`config.mk`:
```
export PLATFORM = sky130hd
export DESIGN_NAME = dot_matrix_scan_ctrl
export DESIGN_NICKNAME = d
export VERILOG_FILES = /design/src/rtl/dot_matrix_scan_ctrl.sv
export SDC_FILE = /design/constraint.sdc
export NUM_CORES = 1
export LEC_CHECK = 0
export ABC_AREA = 1
export CORE_MARGIN = 4
export CORE_UTILIZATION = 50
export DETAILED_ROUTE_END_ITERATION = 8
export PLACE_DENSITY = 0.74
export SLEW_MARGIN = 20
export SYNTH_ARGS = -nofsm -noshare
export SYNTH_HDL_FRONTEND = slang
export SYNTH_SLANG_ARGS = --single-unit
```
`constraint.sdc`:
```
create_clock -name clk -period 2.47 [get_ports clk]
set_input_delay 0.741 -clock clk [delete_from_list [all_inputs] [get_ports clk]]
set_output_delay 0.741 -clock clk [all_outputs]
set_load 0.02 [all_outputs]
```
`src/rtl/dot_matrix_scan_ctrl.sv`:
```
`default_nettype none
// ============================================================================
// dot_matrix_scan_ctrl : digit FIFO + row scanner for a 5x3 dot-matrix decoder
// Revision: 1.0
// ============================================================================
module dot_matrix_scan_ctrl #(
    parameter int SCAN_DIV     = 1000,
    parameter int DWELL_FRAMES = 60,
    parameter int DEPTH        = 4
) (
    input  logic       clk,
    input  logic       rst_n,
    input  logic       clear,
    input  logic [3:0] in_digit,
    input  logic       in_valid,
    output logic       in_ready,
    output logic [3:0] digit_sel,
    input  logic [2:0] pat_a,
    input  logic [2:0] pat_b,
    input  logic [2:0] pat_c,
    input  logic [2:0] pat_d,
    input  logic [2:0] pat_e,
    output logic [4:0] row_en,
    output logic [2:0] col_out,
    output logic       busy,
    output logic       frame_tick
);

    localparam int c_ptr_w = $clog2(DEPTH);
    localparam int c_cnt_w = c_ptr_w + 1;
    localparam int c_div_w = $clog2(SCAN_DIV);
    localparam int c_frm_w = (DWELL_FRAMES > 1) ? $clog2(DWELL_FRAMES) : 1;

    typedef enum logic [0:0] {
        ST_IDLE = 1'b0,
        ST_SHOW = 1'b1
    } state_t;

    state_t               r_state;
    logic [3:0]           r_mem [DEPTH];
    logic [c_ptr_w-1:0]   r_wr_ptr;
    logic [c_ptr_w-1:0]   r_rd_ptr;
    logic [c_cnt_w-1:0]   r_count;
    logic [c_div_w-1:0]   r_div_cnt;
    logic [2:0]           r_row_idx;
    logic [c_frm_w-1:0]   r_frame_cnt;
    logic [3:0]           r_digit_sel;
    logic [4:0]           r_row_en;
    logic                 r_busy;

    logic w_full;
    logic w_empty;
    logic w_push;
    logic w_pop;
    logic w_div_term;
    logic w_frame_end;
    logic w_dwell_done;
    logic [2:0] w_col;

    assign w_full       = (r_count == c_cnt_w'(DEPTH));
    assign w_empty      = (r_count == '0);
    assign w_push       = in_valid && !w_full && !clear;
    assign w_div_term   = (r_div_cnt == c_div_w'(SCAN_DIV - 1));
    assign w_frame_end  = (r_state == ST_SHOW) && w_div_term && (r_row_idx == 3'd4);
    assign w_dwell_done = (r_frame_cnt == c_frm_w'(DWELL_FRAMES - 1));
    // Pop either to start showing from IDLE, or when a dwell has fully elapsed.
    assign w_pop        = !clear && !w_empty &&
                          ((r_state == ST_IDLE) || (w_frame_end && w_dwell_done));

    always_ff @(posedge clk) begin
        if (w_push) begin
            r_mem[r_wr_ptr] <= in_digit;
        end
    end

    always_ff @(posedge clk or negedge rst_n) begin
        if (!rst_n) begin
            r_wr_ptr <= '0;
            r_rd_ptr <= '0;
            r_count  <= '0;
        end else if (clear) begin
            r_wr_ptr <= '0;
            r_rd_ptr <= '0;
            r_count  <= '0;
        end else begin
            if (w_push) begin
                r_wr_ptr <= r_wr_ptr + c_ptr_w'(1);
            end
            if (w_pop) begin
                r_rd_ptr <= r_rd_ptr + c_ptr_w'(1);
            end
            case ({w_push, w_pop})
                2'b10:   r_count <= r_count + c_cnt_w'(1);
                2'b01:   r_count <= r_count - c_cnt_w'(1);
                default: r_count <= r_count;
            endcase
        end
    end

    always_ff @(posedge clk or negedge rst_n) begin
        if (!rst_n) begin
            r_state     <= ST_IDLE;
            r_div_cnt   <= '0;
            r_row_idx   <= 3'd0;
            r_frame_cnt <= '0;
            r_digit_sel <= 4'd0;
            r_row_en    <= 5'd0;
            r_busy      <= 1'b0;
        end else if (clear) begin
            r_state     <= ST_IDLE;
            r_div_cnt   <= '0;
            r_row_idx   <= 3'd0;
            r_frame_cnt <= '0;
            r_row_en    <= 5'd0;
            r_busy      <= 1'b0;
        end else begin
            case (r_state)
                ST_IDLE: begin
                    if (!w_empty) begin
                        r_digit_sel <= r_mem[r_rd_ptr];
                        r_div_cnt   <= '0;
                        r_row_idx   <= 3'd0;
                        r_frame_cnt <= '0;
                        r_row_en    <= 5'b00001;
                        r_busy      <= 1'b1;
                        r_state     <= ST_SHOW;
                    end
                end
                ST_SHOW: begin
                    if (w_div_term) begin
                        r_div_cnt <= '0;
                        if (r_row_idx == 3'd4) begin
                            r_row_idx <= 3'd0;
                            r_row_en  <= 5'b00001;
                            // With an empty FIFO the frame count stays saturated so
                            // the next arrival loads on the very next frame end.
                            if (w_dwell_done) begin
                                if (!w_empty) begin
                                    r_digit_sel <= r_mem[r_rd_ptr];
                                    r_frame_cnt <= '0;
                                end
                            end else begin
                                r_frame_cnt <= r_frame_cnt + c_frm_w'(1);
                            end
                        end else begin
                            r_row_idx <= r_row_idx + 3'd1;
                            r_row_en  <= r_row_en << 1;
                        end
                    end else begin
                        r_div_cnt <= r_div_cnt + c_div_w'(1);
                    end
                end
                default: begin
                    r_state <= ST_IDLE;
                end
            endcase
        end
    end

    always_comb begin
        w_col = 3'd0;
        case (r_row_idx)
            3'd0:    w_col = pat_a;
            3'd1:    w_col = pat_b;
            3'd2:    w_col = pat_c;
            3'd3:    w_col = pat_d;
            3'd4:    w_col = pat_e;
            default: w_col = 3'd0;
        endcase
    end

    assign in_ready   = !w_full;
    assign digit_sel  = r_digit_sel;
    assign row_en     = r_row_en;
    assign busy       = r_busy;
    assign col_out    = r_busy ? w_col : 3'd0;
    assign frame_tick = w_frame_end;

endmodule
`default_nettype wire
```
After elaboration in Yosys (flattened, before gate mapping)
Memory sizes are Yosys's and may differ from the RTL's.
Cells that the tools add are included.

storage, ports and cells
  register bits = 37
  bits in writable memories = 16
  input bits = 23
  output and inout bits = 15
  word-level logic and storage cells = 98
  memories = 1

operators by class
  $add $sub $neg = 7
  equality and inequality tests = 17
  multiplexer cells = 41
  bitwise logic cells = 2
  reductions and logical operators = 20

memories
  name   words  width  rd ports  clocked after Yosys merged registers in  write ports  RTL line  text
  r_mem  4      4      1         0                                        1            40        logic [3:0] r_mem [DEPTH];

operators by type and width
  cell                                                   count
  two-way mux 10 bit                                     3
  two-way mux 6 bit                                      5
  two-way mux 5 bit                                      4
  case mux 10 bit (2 select lines)                       1
  two-way mux 3 bit                                      6
  two-way mux 4 bit                                      4
  case mux 3 bit (5 select lines)                        1
  case mux 3 bit (2 select lines)                        2
  case mux 6 bit (2 select lines)                        1
  adder 10 x 1 -> 10 bit, second input constant          1
  equality test 10 bit, second input constant            1
  case mux 5 bit (2 select lines)                        1
  two-way mux 1 bit                                      8
  two-way mux 2 bit                                      4
  case mux 4 bit (2 select lines)                        1
  logical AND 1 bit                                      7
  adder 3 x 1 -> 3 bit, second input constant            2
  adder 6 x 1 -> 6 bit, second input constant            1
  equality test 3 x 2 -> 1 bit, second input constant    2
  equality test 3 bit, second input constant             2
  equality test 6 bit, second input constant             1
  logical NOT 3 bit                                      2
  inequality test 2 x 1 -> 1 bit, second input constant  3
  inequality test 3 x 2 -> 1 bit, second input constant  2
  other kinds (14)                                       22

Depth between registers and ports, before layout
Gate-level depths: netlist of the first run.

  depth after elaboration = 9
  gate-level depth with buffers = 15
  depth with buffers taken out = 15

Worst setup path after synthesis of the first run
Ideal clock, no wire load.

  path kind = in2reg
  start = in clear
  end = reg r_count[2]
  library setup time = 0.117 ns
  arrival = 2.018 ns
  required time = 2.353 ns
  slack = 0.335 ns
  stages = 11
  path buffers = 0
  cells stage by stage = inv_2 -> nand3_1 -> nand3_2 -> inv_1 -> fa_1 -> xnor2_1 -> inv_1 -> nand2_1 -> nand2_1 -> nand3_1 -> nand2_1

on the way
  cells in the longest elaborated chain, start to end = 6
  elaborated cells between the ends (all ways) = 9
  those cells by class = eq/ne (2); mux (2); reduce/logical (5)

RTL lines
  element                                                              RTL line  text
  start, declared                                                      13        input logic clear,
  logical NOT 1 bit                                                    62, 67
  logical AND 1 bit (2 in a row)                                       67        assign w_pop = !clear && !w_empty &&
  equality test 2 x 1 -> 1 bit or equality test 2 bit (tied branches)  92        case ({w_push, w_pop})
  case mux 3 bit (2 select lines)                                      92
  two-way mux 3 bit                                                    81        end else if (clear) begin
  end signal, assigned                                                 93        2'b10: r_count <= r_count + c_cnt_w'(1);
  end signal, assigned                                                 94        2'b01: r_count <= r_count - c_cnt_w'(1);
  end signal, assigned                                                 95        default: r_count <= r_count;
  end, declared                                                        43        logic [c_cnt_w-1:0] r_count;

Parallel ways exist; a longest one is shown, timed or not.
A chain may end at the register's enable or synchronous reset.

Worst setup path after layout of the first run
  start = in pat_d[1]
  end = out col_out[1]

on the way
  cells in the longest elaborated chain, start to end = 2

RTL lines
  element                          RTL line  text
  start, declared                  21        input logic [2:0] pat_d,
  case mux 3 bit (5 select lines)  162       case (r_row_idx)
  two-way mux 3 bit                176       assign col_out = r_busy ? w_col : 3'd0;
  end, declared                    24        output logic [2:0] col_out,

No other way between the ends.

==> impl_metrics.csv, run 1 <==
group,metric,value,unit
pwr,leakagePower,1.57,nW
pwr,clock_power_share,16.8,%
floorplanning,rows,27,
cts,cts_sinks,53,
grt,grt_pass1_vias,2156,
pwr,power.density,861,nW/um^2
floorplanning,boundaryPins,38,
worst_setup_path,crit_fanout,1,
flow_run,max_cap_viol_count,0,
pwr,pwr-share-comb,45.3,%
yosys,synthFlopType,"dfrtp_1",
worst_setup_path,r2r-start,"r_row_idx[0]$_DFFE_PN0P_",
grt,grt_pass1_wl,9740,um
worst_setup_path,cpMaxStageDelayCell,"clkdlybuf4s50_1",
grt,grt_max_degree,20,
worst_setup_path,critPathLaunchType,"input port",
cts,max-clock-path-buffers,2,
worst_setup_path,cp_slowest_stage_delay,410,ps
cts,cts_buffers,5,
detailed_routing,dr.pass1.iters,4,
finish,nNetsFinal,405,
pwr,fin_total_pwr,3.13,mW
detailed_routing,route.detailed.drc,0,
finish,layout_common_cells,"nand2_1 (51), dfrtp_1 (35), clkdlybuf4s50_1 (29)",
yosys,postSynth.asyncResetShare,69.8,%
timing,setup_violations,0,
finish,ff_latch_area,1410,um^2
outcome,status,"finished clean",
worst_setup_path,startpoint,"pat_d[1]",
cts,path_clk_slew,110,ps
yosys,netlist_area,2890,um^2
pwr,power.internal,1.84,mW
yosys,yosysTopAreaCellShare,32.0,%
worst_setup_path,critPathRequiredTime,1730,ps
floorplanning,die_w,84.0,um
floorplanning,fp.dieArea,7060,um^2
cts,clk_latency,310,ps
floorplanning,coreArea,5540,um^2
pwr,seqPwrFrac,37.9,%
yosys,synth.largest_area_cell,"dfrtp_1",
placed_design,gp_congestion,0.846,
worst_setup_path,setup.worst_path.class,"in2out",
timing,hold_viol,0,
placed_design,post-dp-hpwl,4430,um
finish,area_delta_synth_final,25.6,%
worst_setup_path,cp.arrival,1680,ps
detailed_routing,vias_per_cell,5.13,
finish,multi_input_area,1370,um^2
timing,fin_ws,48.4,ps
yosys,synthCells,309,
grt,antenna_found_initial,0,
timing,skew,9.16,ps
yosys,syn_nets,344,
worst_setup_path,crit_path_end_kind,"output port",
worst_setup_path,cp_num_buf_inv,2,
finish,drive_gt1_share,23.7,%
finish,fin_area,3630,um^2
worst_setup_path,rr_endpoint,"r_count[2]$_DFFE_PN0P_",
timing,drv_slew,0,
timing,post-route-min-period,2420,ps
floorplanning,die_h,84.0,um
cts,clock-root-buffer,"clkbuf_8",
timing,fin_crit_sh,98.0,%
pwr,peakVddDrop,0.477,mV
grt,track_usage,16.7,%
finish,final_common_cell,"nand2_1",
yosys,synth_cell_types,39,
timing,maxClockFrequency,413,MHz
worst_hold_path,min-delay-path-class,"in2async",
placed_design,placed_area,3450,um^2
timing,slew_headroom,74.6,%
yosys,synth_area_leaders,"dfrtp_1 (32%), edfxtp_1 (17%), nand2_1 (6.6%), ha_1 (4.8%), nand3_1 (4.5%)",
timing,hold_ws,322,ps
finish,final_core_util,65.5,%
floorplanning,initial_utilization,52.1,%
worst_setup_path,critical_path.top_delay_family,"buffers and inverters",
finish,diodes,0,
timing,rsz0062_at_grt,"no",
cts,htree_levels,2,
yosys,ys_seq_elements,53,
worst_setup_path,ff2ff_setup_slack,210,ps
yosys,ys_seq_area_share,48.7,%
timing,tightest_slew,380,ps
placed_design,numPortBuffers,37,
detailed_routing,drt_iter0_drc,97,
finish,fillers,467,
worst_setup_path,cp_cell_sequence,"clkdlybuf4s50_1, a22o_1, nor2_1, a21oi_1, buf_2",
detailed_routing,avgRoutedWirePerCell,13.0,um
cts,ctsHoldBuffers,0,
detailed_routing,wl,5740,um
cts,cts_tree,"yes",
detailed_routing,vias,2273,
yosys,synth_edf_count,16,
pwr,p_sw_share,41.2,%
placed_design,place_ws,-395,ps
grt,globalRoute.totalOverflow,0,
yosys,avgSynthCellArea,9.35,um^2
worst_setup_path,r2r_cells,16,
detailed_routing,ant_nets,0,
yosys,synth_warnings,0,
pwr,power_switching,1.29,mW
-- worst reg2reg max path, delay by kind of cell (launching register included) --
family                     cells  cell delay (ps)
adders and majority gates      2              560
and+or+nand+nor                9              710
DFF                            1              420
xor gates and xnor gates       1              170
buffers and inverters          4              350
-- registers in the layout (all words and copies together), names as in the netlist --
name	count
r_row_idx	3
r_rd_ptr	2
r_div_cnt	10
r_state	1
r_wr_ptr	2
r_frame_cnt	6
busy	1
r_mem	16
row_en	5
digit_sel	4
r_count	3
-- cell usage after synthesis (5+ instances only) --
cell type,instances
nand4_1,5
a21oi_1,8
nand2_1,51
ha_1,11
nand3_1,26
o21ai_1,7
inv_1,28
dfrtp_1,37
nand2_2,11
inv_2,5
o21ai_2,6
nor2_1,27
nor3_1,5
o21ai_0,20
o22ai_1,9
edfxtp_1,16
-- timing repair --
| item | in CTS | in global routing |
|---|---|---|
| endpoints found under the setup margin | 4 | 5 |
| pin swaps | 0 | 12 |
| gates resized for setup | 18 | 21 |
| cloned | 0 | 0 |
| buffers inserted | 0 | 2 |
-- power groups by stage --
stage	Clock, mW	Combinational [mW]	Sequential [mW]
5_1_grt	0.584	1.56	1.21
2_1_floorplan	0	0.891	1.23
6_report	0.526	1.42	1.18
3_3_place_gp	0	1.36	1.18
3_5_place_dp	0	1.38	1.19
4_1_cts	0.538	1.37	1.17
-- per-stage QoR --
| stage | cells | setup TNS, ps |
|---|---|---|
| global route | 443 | 0 |
| floorplan | 309 | 0 |
| detailed placement | 433 | -1310 |
| global placement | 433 | -1250 |
| CTS | 441 | 0 |
| finish | 443 | 0 |
-- final cells by class --
type	count	share of cell area, %
Clock buffer	5	1.90
Clock inverter	3	0.793
Inverter	37	4.10
Multi-Input combinational cell	215	37.7
Sequential cell	53	38.8
Tap cell	72	2.48
Timing Repair Buffer	58	14.2
-- metal layers --
metal | up-vias | GRT usage [%] | wire length (um)
met3 | 8 | 4.15 | 256
met5 | - | 0 | 0
met4 | 0 | 4.68 | 60
li1 | 1159 | - | -
met1 | 1055 | 21.0 | 2660
met2 | 51 | 28.4 | 2770
-- worst max-delay path by stage --
| stage | end | slack, ps | cells past startpoint |
|---|---|---|---|
| floorplan | r_count[2]$_DFFE_PN0P_ | 330 | 11 |
| global placement | col_out[0] | -390 | 6 |
| detailed placement | col_out[0] | -390 | 6 |
| CTS | col_out[2] | 2 | 6 |
| global route | col_out[0] | 5 | 6 |
| finish | col_out[1] | 50 | 5 |
-- cells by family after synthesis --
group / synth area share, %
buffers and inverters: 6.50
AOI/OAI and AO/OA: 11.2
xor gates and xnor gates: 1.52
adders and majority gates: 5.46
DFF: 48.7
and+or+nand+nor: 26.6
Power figures use the tool's default switching activity.
==> run 2: changes to the inputs <==
--- a/config.mk
+++ b/config.mk
@@ -10,7 +10,6 @@
 export CORE_UTILIZATION = 50
 export DETAILED_ROUTE_END_ITERATION = 8
 export PLACE_DENSITY = 0.74
-export SLEW_MARGIN = 20
 export SYNTH_ARGS = -nofsm -noshare
 export SYNTH_HDL_FRONTEND = slang
 export SYNTH_SLANG_ARGS = --single-unit
==> results of run 2 <==
Final layout, timing and power as in run 1 (identical DEF).
